===== src/rtl/booth_pkg.sv =====
// Shared types and helpers for the radix-4 Booth sequential multiplier.
package booth_pkg;

  typedef enum logic {IDLE, RUN} state_e;

  typedef enum logic [2:0] {
    BOOTH_ZERO,
    BOOTH_P1,
    BOOTH_P2,
    BOOTH_M2,
    BOOTH_M1
  } booth_op_e;

  // Unsigned operands need one more group to consume the zero-extended top bits.
  function automatic int unsigned group_count(int unsigned width, logic is_signed);
    return is_signed ? width / 2 : width / 2 + 1;
  endfunction

  function automatic booth_op_e booth_decode(logic [2:0] grp);
    case (grp)
      3'b001, 3'b010: return BOOTH_P1;
      3'b011:         return BOOTH_P2;
      3'b100:         return BOOTH_M2;
      3'b101, 3'b110: return BOOTH_M1;
      default:        return BOOTH_ZERO;
    endcase
  endfunction

endpackage


===== src/rtl/booth_seq_mult_if.sv =====
// Start/ready/done handshake and operand/result bus of booth_seq_mult.
interface booth_seq_mult_if #(
  parameter int unsigned WIDTH = 8
);
  logic                 start;
  logic                 is_signed;
  logic [WIDTH-1:0]     a;
  logic [WIDTH-1:0]     b;
  logic                 ready;
  logic                 busy;
  logic                 done;
  logic [2*WIDTH-1:0]   product;

  modport master (
    output start, is_signed, a, b,
    input  ready, busy, done, product
  );

  modport slave (
    input  start, is_signed, a, b,
    output ready, busy, done, product
  );
endinterface


===== src/rtl/booth_pp_sel.sv =====
// Radix-4 Booth partial-product selector over the (WIDTH+2)-bit extended multiplicand.
module booth_pp_sel
  import booth_pkg::*;
#(
  parameter int unsigned WIDTH = 8
) (
  input  logic [WIDTH+1:0]        a_ext,
  input  logic [2:0]              grp,
  output logic signed [WIDTH+1:0] pp
);

  booth_op_e        op;
  logic [WIDTH+1:0] a_x2;

  // A is extended by two bits, so doubling it never overflows.
  assign a_x2 = {a_ext[WIDTH:0], 1'b0};

  always_comb begin
    op = booth_decode(grp);
    pp = '0;
    unique case (op)
      BOOTH_ZERO: pp = '0;
      BOOTH_P1:   pp = a_ext;
      BOOTH_P2:   pp = a_x2;
      BOOTH_M2:   pp = -a_x2;
      BOOTH_M1:   pp = -a_ext;
      default:    pp = '0;
    endcase
  end

endmodule


===== src/rtl/booth_seq_mult.sv =====
// Sequential radix-4 Booth multiplier: one Booth group retired per clock.
module booth_seq_mult
  import booth_pkg::*;
#(
  parameter int unsigned WIDTH = 8
) (
  input logic             clk,
  input logic             rst,
  booth_seq_mult_if.slave bus
);

  localparam int unsigned XW = WIDTH + 2;
  localparam int unsigned AW = 2 * WIDTH + 4;
  localparam int unsigned CW = $clog2(WIDTH / 2 + 2);

  state_e                state;
  logic [XW-1:0]         a_ext;
  logic [XW:0]           m_sr;
  logic                  sgn_q;
  logic [CW-1:0]         cnt;
  logic [AW-1:0]         acc;
  logic [AW-1:0]         acc_next;
  logic [AW-1:0]         pp_ext;
  logic signed [XW-1:0]  pp;
  logic                  last;
  logic                  ext_a;
  logic                  ext_b;

  booth_pp_sel #(.WIDTH(WIDTH)) u_pp_sel (
    .a_ext (a_ext),
    .grp   (m_sr[2:0]),
    .pp    (pp)
  );

  assign ext_a = bus.is_signed & bus.a[WIDTH-1];
  assign ext_b = bus.is_signed & bus.b[WIDTH-1];

  always_comb begin
    pp_ext   = {{(AW-XW){pp[XW-1]}}, pp};
    acc_next = acc + (pp_ext << {cnt, 1'b0});
    last     = (cnt == CW'(group_count(WIDTH, sgn_q) - 1));
  end

  always_ff @(posedge clk or posedge rst) begin
    if (rst) begin
      state       <= IDLE;
      a_ext       <= '0;
      m_sr        <= '0;
      sgn_q       <= 1'b0;
      cnt         <= '0;
      acc         <= '0;
      bus.product <= '0;
      bus.ready   <= 1'b1;
      bus.busy    <= 1'b0;
      bus.done    <= 1'b0;
    end else begin
      bus.done <= 1'b0;
      unique case (state)
        IDLE: begin
          if (bus.start) begin
            a_ext     <= {{2{ext_a}}, bus.a};
            m_sr      <= {{2{ext_b}}, bus.b, 1'b0};
            sgn_q     <= bus.is_signed;
            cnt       <= '0;
            acc       <= '0;
            bus.ready <= 1'b0;
            bus.busy  <= 1'b1;
            state     <= RUN;
          end
        end
        RUN: begin
          acc  <= acc_next;
          m_sr <= {{2{m_sr[XW]}}, m_sr[XW:2]};
          cnt  <= cnt + 1'b1;
          // Final group: the product register takes the post-add value in the same edge.
          if (last) begin
            bus.product <= acc_next[2*WIDTH-1:0];
            bus.done    <= 1'b1;
            bus.busy    <= 1'b0;
            bus.ready   <= 1'b1;
            state       <= IDLE;
          end
        end
        default: state <= IDLE;
      endcase
    end
  end

  a_ready_busy_excl: assert property (@(posedge clk) disable iff (rst)
    !(bus.ready && bus.busy));

  a_done_single: assert property (@(posedge clk) disable iff (rst)
    bus.done |=> !bus.done);

endmodule


===== src/flat_wrapper.sv =====
// flat-port wrapper written by rule: the top's interface ports become plain ports
module booth_seq_mult_flat import booth_pkg::*;
#(
  parameter int unsigned WIDTH = 8
)
  (clk, rst, bus_start, bus_is_signed, bus_a, bus_b, bus_ready, bus_busy, bus_done, bus_product);
  booth_seq_mult_if #(.WIDTH(WIDTH)) bus_i ();
  input logic clk;
  input logic rst;
  input wire logic [$bits(bus_i.start)-1:0] bus_start;
  input wire logic [$bits(bus_i.is_signed)-1:0] bus_is_signed;
  input wire logic [$bits(bus_i.a)-1:0] bus_a;
  input wire logic [$bits(bus_i.b)-1:0] bus_b;
  output wire logic [$bits(bus_i.ready)-1:0] bus_ready;
  output wire logic [$bits(bus_i.busy)-1:0] bus_busy;
  output wire logic [$bits(bus_i.done)-1:0] bus_done;
  output wire logic [$bits(bus_i.product)-1:0] bus_product;
  assign bus_i.start = bus_start;
  assign bus_i.is_signed = bus_is_signed;
  assign bus_i.a = bus_a;
  assign bus_i.b = bus_b;
  assign bus_ready = bus_i.ready;
  assign bus_busy = bus_i.busy;
  assign bus_done = bus_i.done;
  assign bus_product = bus_i.product;
  booth_seq_mult #(.WIDTH(WIDTH)) u_core (.clk(clk), .rst(rst), .bus(bus_i));
endmodule

===== config.mk =====
export PLATFORM = sky130hd
export DESIGN_NAME = booth_seq_mult_flat
export DESIGN_NICKNAME = d
export VERILOG_FILES = /design/src/rtl/booth_pkg.sv /design/src/rtl/booth_seq_mult_if.sv /design/src/rtl/booth_pp_sel.sv /design/src/rtl/booth_seq_mult.sv /design/src/flat_wrapper.sv
export SDC_FILE = /design/constraint.sdc
export NUM_CORES = 1
export LEC_CHECK = 0
export BUFFER_PORTS_ARGS = -buffer_cell sky130_fd_sc_hd__buf_4
export CAP_MARGIN = 20
export CELL_PAD_IN_SITES_DETAIL_PLACEMENT = 0
export CELL_PAD_IN_SITES_GLOBAL_PLACEMENT = 1
export CORE_AREA = 2 2 73 127
export CTS_CLUSTER_SIZE = 8
export DETAILED_ROUTE_END_ITERATION = 12
export DIE_AREA = 0 0 75 129
export GPL_TIMING_DRIVEN = 0
export PLACE_DENSITY = 0.82
export REMOVE_ABC_BUFFERS = 1
export SLEW_MARGIN = 20
export SYNTH_ARGS = -nofsm -noshare
export SYNTH_HDL_FRONTEND = slang
export SYNTH_HIERARCHICAL = 1
export SYNTH_SLANG_ARGS = --single-unit

===== constraint.sdc =====
create_clock -name clk -period 7.15 [get_ports clk]
set_input_delay 1.43 -clock clk [delete_from_list [all_inputs] [get_ports clk]]
set_output_delay 1.43 -clock clk [all_outputs]
set_load 0.03 [all_outputs]

-- Yosys cells after proc, flatten, opt, wreduce, memory -nomap -nowiden
Index checks and enable logic that the tools add are counted.
- add/subtract/negate cells: 5
- equality and inequality tests: 13
- shifts and indexed selects: 1
- reduce and logical (&&, ||, !) cells: 6
- bitwise logic cells: 3
- mux-type cells: 20
- operators with widths (operator ; number):
    $pmux W10 S4 ; 1
    $pmux W20 S2 ; 1
    $pmux W11 S2 ; 1
    $add A20 B20 Y20 ; 1
    $mux W20 ; 1
    $neg A10 Y10 ; 2
    $shl A20 B4 Y20 ; 1
    $eq A3 B2 Y1 const B ; 4
    $eq A3 B3 Y1 const B ; 4
    $pmux W3 S4 ; 1
    $mux W11 ; 1
    $mux W1 ; 9
    $reduce_and A2 Y1 ; 4
    $eq A3 B1 Y1 const B ; 2
    $pmux W1 S2 ; 3
    $pmux W3 S2 ; 1
    $ne A2 B2 Y1 const B ; 2
    $reduce_or A2 Y1 ; 2
    $add A3 B1 Y3 const B ; 1
    $eq A3 B3 Y1 ; 1
    $mux W3 ; 1
    $sub A3 B1 Y3 const B ; 1
    $and A1 B1 Y1 ; 2
    $not A1 Y1 ; 1
- register bits: 64
- logic and storage cells: 59
- output and inout port bits: 19
- input bits: 20

-- Depth between registers and ports, before layout
Gate-level depths: netlist of run 1.
- depth after elaboration: 8
- gate-level depth with buffers: 18
- gate-level depth less buffers: 17

-- Hierarchy
Netlist of run 1, hierarchy kept.
- modules (own cells, without submodules) (module ; area each (um^2) ; times used ; cells each ; sequential area each (um^2)):
    booth_seq_mult ; 3460.8 ; 1 ; 375 ; 1502.7
    booth_pp_sel ; 655.6 ; 1 ; 90 ; 0.0

-- Worst setup path after synthesis of run 1
OpenSTA, ideal clock, no wires.
- kind: reg2reg
- from: register u_core.a_ext[1]
- to: register u_core.bus.product[15]
- slack: 3.487 ns
- buffers on the path: 0
- required time: 7.025 ns
- library setup time: 0.125 ns
- arrival: 3.538 ns
- clock period less this slack: 3.663 ns
- cell stages (with the launch flop): 17
- path through: dfrtp_1 > inv_1 > ha_1 > or3b_2 > and3b_1 > o22ai_1 > o211ai_1 > mux2_2 > o21ai_0 > nor2_1 > ha_1 > nand2_1 > a2111oi_4 > nor2_2 > a311oi_2 > xnor2_1 > mux2_4
- word-level cells in the longest chain between the ends: 4
- elaborated cells on any way between the ends: 5
- those cells by class: add/sub: 3; shift: 1; mux: 1
- RTL lines (item ; RTL line ; RTL):
    start, declared ; booth_seq_mult.sv:17 ; logic [XW-1:0] a_ext;
    start signal, assigned ; booth_seq_mult.sv:61 ; a_ext <= {{2{ext_a}}, bus.a};
    $neg A10 Y10, on equally long branches ; booth_pp_sel.sv:26, booth_pp_sel.sv:25 ;
    $pmux W10 S4 * ; booth_pp_sel.sv:21 ; unique case (op)
    net u_core.pp[4] ; booth_seq_mult.sv:24 ; logic signed [XW-1:0] pp;
    $shl A20 B4 Y20 * ; booth_seq_mult.sv:40 ; acc_next = acc + (pp_ext << {cnt, 1'b0});
    $add A20 B20 Y20 * ; booth_seq_mult.sv:40 ;
    end signal, assigned ; booth_seq_mult.sv:77 ; bus.product <= acc_next[2*WIDTH-1:0];
    end, declared ; booth_seq_mult_if.sv:21 ; output ready, busy, done, product
Mark *: on every way through the listed nets, which the timed path passes. The rest lies on a longest branch.
A chain may end at the register's enable or synchronous reset.

-- Worst setup path after layout of run 1
Ends and elaborated chain as after synthesis.

==> results.toml, run 1 <==
[run_status]
status = "finished clean"

[timing]
tns_ps = 0
rsz0062_at_grt = "false"
fmaxAchievable_mhz = 230
worst-slew-pin-transition_ps = 983
final_hold_viol_count = 0
skew_ps = 10.5
maxSlewViolCount = 0
slew_headroom_pct = 34.4
fin_crit_ps = 4340
setup-violations-final = 0
period_share_pct = 60.7

[routing]
drcViolationCount = 0
ant_nets = 0
dr.pass1.iters = 5
wl_met3_um = 249
totalWireLength_um = 9710
viasPerCell = 5.60
routed-via-count = 3413
wl_per_cell_um = 15.9
wl_met1_um = 4000
met2_wirelength_um = 5140
drtIter0Drc = 199
top_layer = "met4"

[clock_network]
insertion_delay_ps = 330
clkSinkCount = 60
cts_tree = "yes"
cts_buffers = 9
htree_levels = 3
post_cts_buffers = 0
hold_buffers = 0
clock-root-buffer = "clkbuf_16"
cts_resized = 0
clk_pin_slew_ps = 50
clk_path_buf_depth = 2

[logic_synthesis]
synthDominantCellAreaShare_pct = 35.9
synth_common_cells = "nand2_1 (78), dfrtp_1 (59), o21ai_0 (41), a21oi_1 (27), nor2_1 (25)"
yosysMostFrequentCell = "nand2_1"
ys_warn_count = 6
syn-mean-instance-area_sq_um = 8.85
synth_ff_type = "dfrtp_1"
synth_seq_area_share_pct = 36.5
ys_async_sr_fraction_pct = 100
yosys-top-cells-area = "dfrtp_1 (36%), nand2_1 (7.1%), mux2i_1 (5.6%), ha_1 (5.2%), o21ai_0 (5.0%)"
ys_seq_elements = 60
synth-edff-count = 0
ys_types = 60
synth_area_sq_um = 4120
syn_inst = 465
synth_area_leader_cell = "dfrtp_1"

[placement]
port_buffers = 38
postPlaceCellArea_sq_um = 4440
hpwl_um = 6840
gp_congestion = 0.960

[hold_path]
hold_depth = 2
min_path_type = "reg -> reg"
min-delay-start = "u_core/bus.ready"

[global_routing]
grt_pass1_vias = 3292
grt_pass1_wl_um = 15800
antenna_found_initial = 0
grt_use_total_pct = 21.5
grt-ovfl-total = 0
grt_max_degree = 37

[finish]
nNetsFinal = 525
drive_above_1_share_pct = 16.5
areaGrowthSynthToFinish_pct = 15.4
n_antenna_cell = 0
fin_area_sq_um = 4750
postLayoutCoreUtil_pct = 55.1

[die]
initial_utilization_pct = 47.8
ios = 39
die_height_um = 129
die_w_um = 75
rows = 45
core_sq_um = 8610
dieArea_sq_um = 9680

[worst_setup_path]
crit_required_ps = 7360
critPathLaunch = "u_core/a_ext[1]"
cp_data_arrival_time_ps = 4550
rr_worst_depth = 16
path_class = "reg -> reg"
crit_path_max_fanout = 7
rr_startpoint = "u_core/a_ext[1]"
startpoint_type = "flop"
endpoint_kind = "flop"

[flow_run]
maxCapViolCount = 0
-- path summary, 6_finish.rpt --
| kind | endpoint | slack, ps |
|---|---|---|
| max | u_core/bus.product[15] | 2810 |
| min | u_core/bus.ready | 470 |
| max reg2reg | u_core/bus.product[15] | 2810 |
| min reg2reg | u_core/bus.ready | 470 |
| max in group asynchronous | u_core/bus.ready | 5480 |
| min in group asynchronous | u_core/m_sr[9] | 1100 |
-- flip-flops by register name (all words and copies together), names as in the netlist --
signal and flops:
u_core/acc 16, u_core/bus.product 16, u_core/m_sr 11, u_core/a_ext 9, u_core/cnt 3, u_core/bus.busy 1, u_core/bus.done 1, u_core/bus.ready 1
u_core/sgn_q 1, u_core/state 1
-- per-layer routing --
metal	vias to the layer above	global-route usage (%)
met4	0	10.4
met1	1648	26.2
met2	68	36.1
li1	1679	-
met5	-	0
met3	18	3.29
-- metrics by stage --
step           setup WS (ps)  std cells  hold WS [ps]
4_1_cts                 2810        609           464
6_report                2810        609           468
5_1_grt                 2500        609           495
3_3_place_gp            2860        591           449
2_1_floorplan           3480        436           446
3_5_place_dp            2820        593           455
-- worst max-delay path, stage by stage (launching register included) --
cell and delay, ps:
dfrtp_1 450, inv_1 110, ha_1 310, or3b_2 530, and3b_1 180, o22ai_1 130, o211ai_1 160, mux2_2 300
o21ai_0 230, nor2_1 100, ha_1 400, nand2_1 140, a2111oi_4 370, nor2_2 100, a311oi_2 270, xnor2_1 150
mux2_4 270
-- layout make-up --
type | count | area [sq um]
sequential | 60 | 1500
multi-input combinational | 366 | 2420
tap | 117 | 146
inverter | 10 | 40.0
timing repair buffer | 40 | 325
fill | 812 | 3860
clock buffer | 11 | 233
clock inverter | 5 | 77.6
-- layout by cell type (no fill, tap or decap), drive strengths merged, types with 5 or more instances in the layout --
master | synthesis | routed
a21oi | 27 | 27
a31oi | 7 | 7
o21ai | 42 | 42
clkbuf | 18 | 11
mux2 | 9 | 9
nand2 | 78 | 78
xor2 | 13 | 13
ha | 17 | 17
mux2i | 24 | 24
inv | 10 | 10
nand2b | 18 | 18
dfrtp | 59 | 59
a22o | 6 | 6
buf | 11 | 40
nor2 | 26 | 26
and2 | 7 | 7
xnor2 | 10 | 10
nor2b | 13 | 13
a211oi | 5 | 5
nor3 | 6 | 6
o22ai | 7 | 7
-- logic make-up (layout without fill, tap and decap cells) --
family,Yosys count,count (layout),synth area share [%]
and+or+nand+nor,167,167,19.9
AOI/OAI and AO/OA,125,125,19.6
DFF,60,60,36.5
buffers and inverters,39,66,4.71
muxes,33,33,8.69
xor gates and xnor gates,23,23,4.89
adders and majority gates,18,18,5.65
Power of run 1 is left out: the tool's default activity adds up to more than one toggle a clock period on the data nets, which glitch-free logic cannot reach.
==> run 2: changes to the inputs <==
--- a/config.mk
+++ b/config.mk
@@ -9,12 +9,12 @@
 export CAP_MARGIN = 20
 export CELL_PAD_IN_SITES_DETAIL_PLACEMENT = 0
 export CELL_PAD_IN_SITES_GLOBAL_PLACEMENT = 1
-export CORE_AREA = 2 2 73 127
+export CORE_AREA = 2 2 79 138
 export CTS_CLUSTER_SIZE = 8
 export DETAILED_ROUTE_END_ITERATION = 12
-export DIE_AREA = 0 0 75 129
+export DIE_AREA = 0 0 81 140
 export GPL_TIMING_DRIVEN = 0
-export PLACE_DENSITY = 0.82
+export PLACE_DENSITY = 0.74
 export REMOVE_ABC_BUFFERS = 1
 export SLEW_MARGIN = 20
 export SYNTH_ARGS = -nofsm -noshare
==> constraint.sdc (replaced) <==
create_clock -name clk -period 3.8 [get_ports clk]
set_input_delay 0.76 -clock clk [delete_from_list [all_inputs] [get_ports clk]]
set_output_delay 0.76 -clock clk [all_outputs]
set_load 0.03 [all_outputs]
==> run 2 against run 1 <==
The run now ends with negative setup slack left; setup slack worse by 2900 ps; critical path depth up 1; non-clock buffer count increased by 30; via count is 2.4% higher; cell area up 9.0%; maximum frequency rose by 11%; sequential cell count unchanged; hold slack got worse by 130 ps; clock skew shrank 3.0 ps; highest routed layer unchanged.
==> results.toml, run 2 (synthesis gave the netlist of run 1 again) <==
[routing]
ant_nets = 0
totalWireLength_um = 10500
wl_per_cell_um = 16.2
viasPerCell = 5.39
drcViolationCount = 0
routed-via-count = 3495
dr.pass1.iters = 4
drtIter0Drc = 155

[finish]
fillers = 1007
biggestRegsByFlops = "u_core/acc (16), u_core/bus.product (16), u_core/m_sr (11)"
final_common_cell = "nand2_1"
seq_area_sq_um = 1520
drive_above_1_share_pct = 28.5
n_antenna_cell = 0
multiInputGateArea_sq_um = 2600
final_cell_mix = "nand2_1 (76), buf_4 (68), dfrtp_1 (49)"
areaGrowthSynthToFinish_pct = 25.7
nNetsFinal = 555

[worst_setup_path]
path_class = "reg -> reg"
endpoint_kind = "flop"
startpoint_type = "flop"
cp_data_arrival_time_ps = 4130
crit_path_max_fanout = 4
crit_required_ps = 4020

[clock_network]
clk_path_buf_depth = 2
clk_pin_slew_ps = 60
clkSinkCount = 60
htree_levels = 3
insertion_delay_ps = 340
clock-root-buffer = "clkbuf_16"
cts_tree = "yes"
cts_buffers = 9

[global_routing]
antenna_found_initial = 0
grt_pass1_wl_um = 17700
grt-ovfl-total = 0
grt_use_total_pct = 20.2
met2_usage_pct = 37.1
busiest_layer = "met2"
grt_max_degree = 50
grt_pass1_vias = 3608
met3_usage_pct = 2.90
use_met1_pct = 22.7

[die]
die_w_um = 81
rows = 49
core_sq_um = 10200
ios = 39
die_height_um = 140
dieArea_sq_um = 11300
initial_utilization_pct = 40.4

[timing]
fin_crit_ps = 3910
fmaxAchievable_mhz = 256
worst-slew-pin-transition_ps = 975
tns_ps = -198
rsz0062_at_grt = "true"
slew_headroom_pct = 34.8
period_share_pct = 103
skew_ps = 7.43
setup_ws_ps = -110
maxSlewViolCount = 0
final_hold_viol_count = 0
setup-violations-final = 3

[placement]
port_buffers = 38
gp_congestion = 0.847
hpwl_um = 7170

[run_status]
status = "finished, violations left"
violations = "negative setup slack"

[hold_path]
min_path_type = "in -> async"

[flow_run]
maxCapViolCount = 0
[run 2: changes by cell type in the layout (fill, tap and decap cells not counted), moves of 6 or more]
cell,previous run,this run
a21oi_1,27,21
a21oi_2,0,6
buf_4,38,68
dfrtp_1,58,49
dfrtp_2,1,8
ha_1,17,11
o21ai_0,41,35
[run 2: timing repair]
| action | in CTS | in global routing |
|---|---|---|
| hold endpoints to repair | 0 | 0 |
| pin swaps | 12 | 18 |
| setup buffers | 22 | 8 |
| gates resized for setup | 34 | 20 |
| hold buffers | 0 | 0 |
| setup endpoints to repair | 18 | 15 |
[run 2: per-layer routing]
metal,routed length (um),up-vias
met4,175,0
met3,211,14
met1,4160,1699
met5,0,-
li1,-,1742
met2,5970,40
[run 2: final timing paths]
check	start	end	slack, ps	cells past startpoint
worst max-delay path	u_core/a_ext[1]	u_core/bus.product[15]	-110	17
worst min-delay path	rst	u_core/bus.product[12]	340	2
worst max register to register	u_core/a_ext[1]	u_core/bus.product[15]	-110	17
worst min register to register	u_core/bus.ready	u_core/bus.ready	460	2
max in group asynchronous	rst	u_core/bus.ready	2890	3
min in group clk	u_core/bus.ready	u_core/bus.ready	460	2
[run 2: worst max-delay path, stage by stage (launching register included)]
cell       delay, ps
dfrtp_2          450
inv_2            100
ha_4             150
or3b_4           410
o21ai_2          130
a21oi_1           50
a211o_1          320
mux2i_1          220
nor2_1           100
a21oi_2          180
nor2_2            60
ha_1             360
nand2_2          100
a2111oi_4        360
nor2_2            80
a311oi_2         330
xnor2_1          150
mux2_4           270
[run 2: final cells by class]
cell class | instances | area share [%]
clock buffer | 12 | 4.76
tap | 127 | 3.07
clock inverter | 4 | 0.967
inverter | 10 | 0.774
multi-input combinational | 366 | 50.3
timing repair buffer | 70 | 10.8
sequential | 60 | 29.4
[run 2: per-stage QoR]
stage	cell area (sq um)	hold slack [ps]	instances	setup slack (ps)	utilization [%]
after floorplan	3960	446	436	125	-
after global placement	4400	451	601	-552	43.3
after detailed placement	4460	457	603	-577	43.8
after CTS	5040	339	641	-0.552	49.5
after global routing	5170	339	649	-214	50.8
final	5170	336	649	-110	50.8
Power of run 2 is left out for the same reason.
